===== config.mk =====
export PLATFORM = sky130hd
export DESIGN_NAME = boreal_frame_assembler
export DESIGN_NICKNAME = d
export VERILOG_FILES = /design/src/rtl/boreal_frame_assembler.sv
export SDC_FILE = /design/constraint.sdc
export NUM_CORES = 1
export LEC_CHECK = 0
export BUFFER_PORTS_ARGS = -buffer_cell sky130_fd_sc_hd__buf_2
export CORE_ASPECT_RATIO = 0.7
export CORE_MARGIN = 1
export CORE_UTILIZATION = 60
export DETAILED_ROUTE_END_ITERATION = 7
export GPL_TIMING_DRIVEN = 0
export MAX_ROUTING_LAYER = met4
export PLACE_DENSITY = 0.84
export SETUP_SLACK_MARGIN = 0.2
export SYNTH_ARGS = -nofsm -noshare
export SYNTH_HDL_FRONTEND = slang
export SYNTH_SLANG_ARGS = --single-unit

===== constraint.sdc =====
create_clock -name clk -period 8.81 [get_ports clk]
set_clock_uncertainty 0.1 [all_clocks]
set_input_delay 0.4405 -clock clk [delete_from_list [all_inputs] [get_ports clk]]
set_output_delay 0.4405 -clock clk [all_outputs]
set_load 0.005 [all_outputs]

===== src/rtl/boreal_frame_assembler.sv =====
// ---------------------------------------------------------------------------
// boreal_frame_assembler
//
// Collects channel-tagged ADC samples into NUM_CH-wide frames for the cursor
// pipeline. It hunts for channel 0 and then expects channels 1..NUM_CH-1 in
// strict order. Out-of-order tags, illegal tags and intra-frame stalls raise
// one-cycle error pulses and throw away the partial frame. Completed frames
// are presented on a valid/ready output. A frame that completes while the
// output slot is still occupied is dropped and counted.
//
// Ports
//   clk, rst_n   clock, synchronous active-low reset
//   in_valid     one-cycle strobe per incoming sample
//   in_ch        channel tag of the sample
//   in_data      signed raw ADC sample; the OUT_W MSBs are kept
//   frame_valid  assembled frame is available on frame_data
//   frame_ready  consumer takes the frame when frame_valid && frame_ready
//   frame_data   channel k at bits [k*OUT_W +: OUT_W]
//   frame_seq    index of the frame on frame_data (wraps)
//   err_order    pulse: out-of-sequence or illegal tag
//   err_timeout  pulse: too long between samples inside a frame
//   sync_locked  set by a completed frame, cleared by any error
//   drop_cnt     completed frames lost to backpressure (saturating)
// ---------------------------------------------------------------------------
module boreal_frame_assembler #(
  parameter int NUM_CH      = 8,
  parameter int CH_W        = 3,
  parameter int ADC_W       = 24,
  parameter int OUT_W       = 16,
  parameter int TIMEOUT_CYC = 4096,
  parameter int CNT_W       = 16
) (
  input  logic                    clk,
  input  logic                    rst_n,
  input  logic                    in_valid,
  input  logic [CH_W-1:0]         in_ch,
  input  logic [ADC_W-1:0]        in_data,
  output logic                    frame_valid,
  input  logic                    frame_ready,
  output logic [NUM_CH*OUT_W-1:0] frame_data,
  output logic [CNT_W-1:0]        frame_seq,
  output logic                    err_order,
  output logic                    err_timeout,
  output logic                    sync_locked,
  output logic [CNT_W-1:0]        drop_cnt
);

  localparam int FRAME_W = NUM_CH * OUT_W;
  localparam int TMR_W   = $clog2(TIMEOUT_CYC + 1);
  localparam logic [CH_W-1:0]  LAST_CH  = CH_W'(NUM_CH - 1);
  localparam logic [TMR_W-1:0] TMR_LAST = TMR_W'(TIMEOUT_CYC - 1);

  typedef enum logic {HUNT, FILL} state_t;

  state_t               state_q, state_d;
  logic [CH_W-1:0]      exp_q, exp_d;
  logic [TMR_W-1:0]     tmr_q, tmr_d;
  logic [FRAME_W-1:0]   buf_q, buf_d;
  logic [CNT_W-1:0]     next_seq;
  logic                 order_err, tout_err, complete;
  logic                 tag_legal, slot_free;
  logic [OUT_W-1:0]     sample;
  logic                 unused_data;

  // Keep the MSBs only: truncation toward the sign bit, no rounding.
  assign sample      = in_data[ADC_W-1 -: OUT_W];
  assign unused_data = ^in_data;
  assign tag_legal   = (32'(in_ch) < NUM_CH);
  assign slot_free   = !frame_valid || frame_ready;

  // Next-state logic for the hunt/fill machine, the collect buffer and the
  // intra-frame timer. An illegal tag overrides everything and forces a hunt.
  // A sample arriving in FILL always restarts the timer, which is why an
  // order error and a timeout can never occur in the same cycle.
  always_comb begin
    state_d   = state_q;
    exp_d     = exp_q;
    tmr_d     = tmr_q;
    buf_d     = buf_q;
    order_err = 1'b0;
    tout_err  = 1'b0;
    complete  = 1'b0;
    if (in_valid && !tag_legal) begin
      order_err = 1'b1;
      state_d   = HUNT;
      exp_d     = '0;
      tmr_d     = '0;
      buf_d     = '0;
    end else begin
      case (state_q)
        HUNT: begin
          tmr_d = '0;
          if (in_valid && in_ch == '0) begin
            buf_d              = '0;
            buf_d[0 +: OUT_W]  = sample;
            exp_d              = CH_W'(1);
            state_d            = FILL;
          end
        end
        FILL: begin
          if (in_valid) begin
            tmr_d = '0;
            if (in_ch == exp_q) begin
              buf_d[32'(exp_q)*OUT_W +: OUT_W] = sample;
              if (exp_q == LAST_CH) begin
                complete = 1'b1;
                exp_d    = '0;
                state_d  = HUNT;
              end else begin
                exp_d = exp_q + 1'b1;
              end
            end else begin
              // A fresh channel 0 restarts the frame immediately instead of
              // waiting for the next one in HUNT.
              order_err = 1'b1;
              buf_d     = '0;
              if (in_ch == '0) begin
                buf_d[0 +: OUT_W] = sample;
                exp_d             = CH_W'(1);
              end else begin
                exp_d   = '0;
                state_d = HUNT;
              end
            end
          end else if (tmr_q == TMR_LAST) begin
            tout_err = 1'b1;
            tmr_d    = '0;
            buf_d    = '0;
            exp_d    = '0;
            state_d  = HUNT;
          end else begin
            tmr_d = tmr_q + 1'b1;
          end
        end
        default: begin
          state_d = HUNT;
          exp_d   = '0;
          tmr_d   = '0;
        end
      endcase
    end
  end

  // State register. The buffer is cleared once its frame has been handed to
  // the output stage so nothing from an old frame can linger.
  always_ff @(posedge clk) begin
    if (!rst_n) begin
      state_q <= HUNT;
      exp_q   <= '0;
      tmr_q   <= '0;
      buf_q   <= '0;
    end else begin
      state_q <= state_d;
      exp_q   <= exp_d;
      tmr_q   <= tmr_d;
      buf_q   <= complete ? '0 : buf_d;
    end
  end

  // Output stage. A completed frame loads only if the slot is empty or is
  // being accepted this very cycle; otherwise the held frame stays untouched
  // and the new one is counted as dropped. next_seq only advances on loads so
  // frame_seq numbers the frames the consumer actually sees.
  always_ff @(posedge clk) begin
    if (!rst_n) begin
      frame_valid <= 1'b0;
      frame_data  <= '0;
      frame_seq   <= '0;
      next_seq    <= '0;
      err_order   <= 1'b0;
      err_timeout <= 1'b0;
      sync_locked <= 1'b0;
      drop_cnt    <= '0;
    end else begin
      err_order   <= order_err;
      err_timeout <= tout_err;
      if (order_err || tout_err) begin
        sync_locked <= 1'b0;
      end else if (complete) begin
        sync_locked <= 1'b1;
      end
      if (complete && slot_free) begin
        frame_valid <= 1'b1;
        frame_data  <= buf_d;
        frame_seq   <= next_seq;
        next_seq    <= next_seq + 1'b1;
      end else begin
        if (frame_valid && frame_ready) begin
          frame_valid <= 1'b0;
        end
        if (complete && drop_cnt != '1) begin
          drop_cnt <= drop_cnt + 1'b1;
        end
      end
    end
  end

endmodule


# Word level (Yosys, flattened, before mapping)
# Cells that the tools add are included.
totals:
  ff_bits: 325
  inputBits: 31
op_classes:
  muxes: 36
  reduce_logical: 13
  eq_ne: 6
  n_shift: 2
  bitwise_logic: 3
  add_sub_neg: 5
op_table:
  columns: ["cell", "n"]
  rows:
  - ["two-way mux 128 bit", 4]
  - ["one-hot mux 128 bit (2 select lines)", 1]
  - ["bitwise mux 128 bit", 1]
  - ["variable shift 16 x 34 -> 128 bit (first input constant)", 1]
  - ["indexed part select 16 x 34 -> 128 bit", 1]
  - ["negation 7 -> 34 bit", 1]
  - ["adder 16 x 1 -> 16 bit (second input constant)", 2]
  - ["two-way mux 13 bit", 2]
  - ["one-hot mux 13 bit (2 select lines)", 1]
  - ["two-way mux 1 bit", 19]
  - ["two-way mux 16 bit", 1]
  - ["!= test 16 bit (second input constant)", 1]
  - ["two-way mux 3 bit", 5]
  - ["adder 13 x 1 -> 13 bit (second input constant)", 1]
  - ["equality test 13 x 12 -> 1 bit (second input constant)", 1]
  - ["one-hot mux 3 bit (2 select lines)", 1]
  - ["logical AND 1 bit", 4]
  - ["AND reduction 2 bit", 2]
  - ["OR reduction 2 bit", 2]
  - ["adder 3 x 1 -> 3 bit (second input constant)", 1]
  - ["equality test 3 bit", 1]
  - ["equality test 3 bit (second input constant)", 1]
  - ["logical NOT 3 bit", 1]
  - ["!= test 3 x 2 -> 1 bit (second input constant)", 1]
  - ["6 further kinds", 9]

# Longest topological paths before layout
logic_depth:
  ltp_word: 8
  mapped_depth: 9
  mapped_depth_nobuf: 8

# Worst setup path before layout
# No wires, ideal clock.
synth_timing:
  path_type: "register to register"
  from: "reg exp_q[0]"
  to: "reg frame_data[62]"
  setup_time_ps: 70
  arrival_ps: 2640
  path_slack_ps: 6001
  path_stages_with_launch: 10
  n_path_buf: 2
  cell_sequence: "dfxtp_1 inv_1 ha_1 ha_1 clkbuf_1 nand2_1 nor3_2 buf_2 a22oi_1 a21oi_1"
synth_via:
  elab_chain_len: 6
synth_rtl:
  columns: ["item", "line_no", "source"]
  rows:
  - ["start: declaration", "56", "logic [CH_W-1:0] exp_q, exp_d;"]
  - ["start signal: assignment", "154", "exp_q <= exp_d;"]
  - ["negation 7 -> 34 bit / equality test 3 bit (equally long branches)", "104, 105", null]
  - ["indexed part select 16 x 34 -> 128 bit, or another cell as far along", "104", "buf_d[32'(exp_q)*OUT_W +: OUT_W] = sample;"]
  - ["bitwise mux 128 bit / two-way mux 1 bit (equally long branches)", "104, 103", null]
  - ["two-way mux 128 bit / two-way mux 1 bit (equally long branches)", "103, 101", null]
  - ["two-way mux 128 bit / two-way mux 1 bit (equally long branches)", "101, 90", null]
  - ["one-hot mux 128 bit (2 select lines) / logical AND 1 bit (equally long branches)", "90, 182", null]
  - ["end signal: assignment", "184", "frame_data <= buf_d;"]
  - ["end: declaration", "40", "output logic [NUM_CH*OUT_W-1:0] frame_data,"]
# Several ways; a longest one is shown, not always the timed one.
# A chain may end at the register's enable or synchronous reset.

# Worst setup path in the final report
layout_timing:
  from: "reg exp_q[0]"
  to: "reg frame_data[105]"
# Same word-level chain as after synthesis.

==> impl_metrics.yaml <==
outcome:
  outcome: "finished, final reports clean"
placement:
  routabilityCongestion: 0.956
  dp_hpwl_microns: 25000
  io_buffers: 170
finish:
  antennaDiodeCount: 0
  nets: 1572
  layout-drive-gt1-share_pct: 18.1
  multi_input_area_sq_um: 5230
  seqCellArea_sq_um: 6510
  syn_to_final_growth_pct: 18.6
  fin_util_pct: 72.9
  fillCellCount: 1506
synth:
  yosys.area.top_type_share_pct: 53.2
  synth_top_area_cell: "dfxtp_1"
  synth_ff_type: "dfxtp_1"
  synth_edf_count: 0
  synth.area.top_cells: "dfxtp_1, a22oi_1, o21ai_0"
  netlist_instances: 1329
  yosysSeqAreaShare_pct: 53.2
  synth_cell_types: 61
  syn-num-nets: 1370
  synth_common_cells: "dfxtp_1, nor2_1, o21ai_0"
  yosys_register_bits: 325
  avgSynthCellArea_sq_um: 9.20
  netlist_area_sq_um: 12200
  yosysWarnings: 0
  async_reset_ff_share_pct: 0
  yosysMostFrequentCell: "dfxtp_1"
clock_network:
  postCtsSetupBuffers: 0
  htreeDepth: 1
  cts-root-buf: "clkbuf_16"
  ctsResizeCount: 0
  cts_sinks: 325
  clkTransAtPathRegs_ns: 0.07
  clk_latency_ns: 0.56
  clockBufferDepth: 3
  hold_buffers: 0
  cts_buffers: 30
  cts_tree: "built"
critical_path:
  path_class: "register to register"
  reg2reg_to: "frame_data[105]"
  rrSetupSlack_ns: 5.08
  crit_required_ns: 9.19
  crit_path_start: "exp_q[0]"
  cpMostUsedCell: "ha_1"
  critPathMaxFanout: 10
  critPathCapture: "frame_data[105]"
  cpMaxStageDelayCell: "o22ai_1"
  worstSetupStartpointType: "register"
  reg2reg_depth: 9
  slowest_delay_ns: 0.66
  critPathArrivalTime_ns: 4.10
  cp_cell_sequence: "inv_1 > ha_1 > ha_1 > clkbuf_1 > nor3b_1 > o22ai_1 > buf_2 > nand3_1 > a31oi_1"
  end_kind: "register"
  worst_r2r_startpoint: "exp_q[0]"
sta:
  finalSetupViolCount: 0
  drv_slew: 0
  fin_setup_tns_ns: 0
  worst_slew_pin_slew_ns: 1.06
  hold_viol: 0
  rsz0062_at_grt: "false"
  period_share_pct: 42.3
  min_period_ns: 3.73
  slew_headroom_pct: 29.1
  fmax_mhz: 268
drt:
  wl_microns: 36700
  ant_nets: 0
  viasPerCell: 6.24
  drc: 0
  drt-initial-drc-count: 1300
  drt-pass1-iter-count: 6
  vias: 11400
  wire_per_inst_microns: 20.1
power_and_ir_drop:
  p_per_area_nw_per_um2: 206
  p_leak_nw: 5.89
  power_w: 0.00298
  ir_worst_vdd_v: 0.000151
global_routing:
  grt_pass1_vias: 10300
  track_usage_pct: 35.0
  antenna_found_initial: 1
  grt_max_degree: 16
  grt_pass1_wl_microns: 56300
  grt-ovfl-total: 0
die:
  die_x_microns: 173
  ios: 195
  core_area_sq_um: 19900
  dieHeight_microns: 121
  rows: 43
  dieArea_sq_um: 21000
  start_util_pct: 61.4
hold_path:
  hold_path.class: "primary input to register"
flow_run:
  drv_cap: 0
-- stage by stage --
| step | std cells | area, sq um | setup WS [ns] | hold WS, ns |
|---|---|---|---|---|
| after global placement | 1769 | 13400 | 5.29 | 0.329 |
| final | 1825 | 14500 | 5.08 | 0.239 |
| after global routing | 1825 | 14500 | 4.94 | 0.221 |
| after floorplan | 1329 | 12200 | 6.00 | 0.318 |
| after CTS | 1825 | 14500 | 5.23 | 0.214 |
| after detailed placement | 1769 | 13400 | 5.23 | 0.357 |
-- routing by layer --
metal | up-vias | global-route usage [%] | wire length [microns]
met5 | - | - | 0
met4 | 0 | 11.2 | 1020
met3 | 83 | 6.89 | 3900
met2 | 657 | 51.7 | 15800
met1 | 5479 | 48.3 | 16000
li1 | 5178 | - | -
-- flip-flops by register name, indices dropped and copies added, names as in the netlist --
signal	flops
buf_q	128
frame_data	128
drop_cnt	16
frame_seq	16
next_seq	16
tmr_q	13
exp_q	3
err_order	1
err_timeout	1
frame_valid	1
state_q	1
sync_locked	1
-- worst max-delay path, delay by kind of cell (launching register included) --
| kind | cells | cell delay [ns] |
|---|---|---|
| compound gates | 2 | 0.89 |
| fa+ha+maj | 2 | 0.68 |
| buf+inv | 3 | 1.17 |
| flops | 1 | 0.56 |
| simple gates | 2 | 0.25 |
-- cells in the final DEF, fill, tap and decap left out, types with 4 or more instances in the layout --
master and n:
a21oi_1 119, nand3_1 53, nor2b_1 5, a221o_1 9, a21boi_0 20, ha_1 10, nor4_1 9, nor2_1 123
xnor2_1 10, or2_2 4, inv_1 11, buf_1 6, o21ai_0 123, a211oi_1 17, nand2_1 88, buf_2 197
nand2b_1 8, dfxtp_1 325, nand4_1 9, or3_1 9, nor3b_1 4, nor3_1 10, a32oi_1 9, bufinv_16 5
clkbuf_8 7, a31oi_1 32, clkbuf_1 77, clkinv_2 6, clkbuf_16 30, a22oi_1 88, o22ai_2 6, mux2i_1 5
and3_1 20, xor2_1 17, and2_1 32
-- layout make-up --
class                   count  area share (%)
flip-flops and latches    325            44.8
clock buffers              40            5.92
well taps                 270            2.33
plain buffers             109            3.10
repair buffers            170            5.86
inverters                  11           0.285
multi-input cells         884            36.1
clock inverters            16            1.59
-- cells by family after synthesis --
group                      after synthesis  share of synthesized area (%)
DFF                                    325                           53.2
buffers and inverters                  120                           4.02
xor gates and xnor gates                30                           2.33
and+or+nand+nor                        397                           16.5
muxes                                    6                          0.501
AOI/OAI and AO/OA                      441                           22.4
adders and majority gates               10                           1.02
-- worst min path at each step --
| stage | startpoint | end | cells after the start | slack (ns) |
|---|---|---|---|---|
| after floorplan | tmr_q[0] | tmr_q[0] | 1 | 0.32 |
| after global placement | tmr_q[0] | tmr_q[0] | 1 | 0.33 |
| after detailed placement | frame_seq[9] | frame_seq[9] | 2 | 0.36 |
| after CTS | in_data[23] | buf_q[15] | 3 | 0.21 |
| after global routing | in_data[23] | buf_q[15] | 3 | 0.22 |
| final | in_data[23] | buf_q[15] | 3 | 0.24 |
-- report_power, final --
part           total, W  internal [W]  switching [W]
sequential      0.00147       0.00147     0.00000243
combinational  0.000103     0.0000221      0.0000808
clock           0.00141      0.000835       0.000573
(Power assumes the default switching activity.)
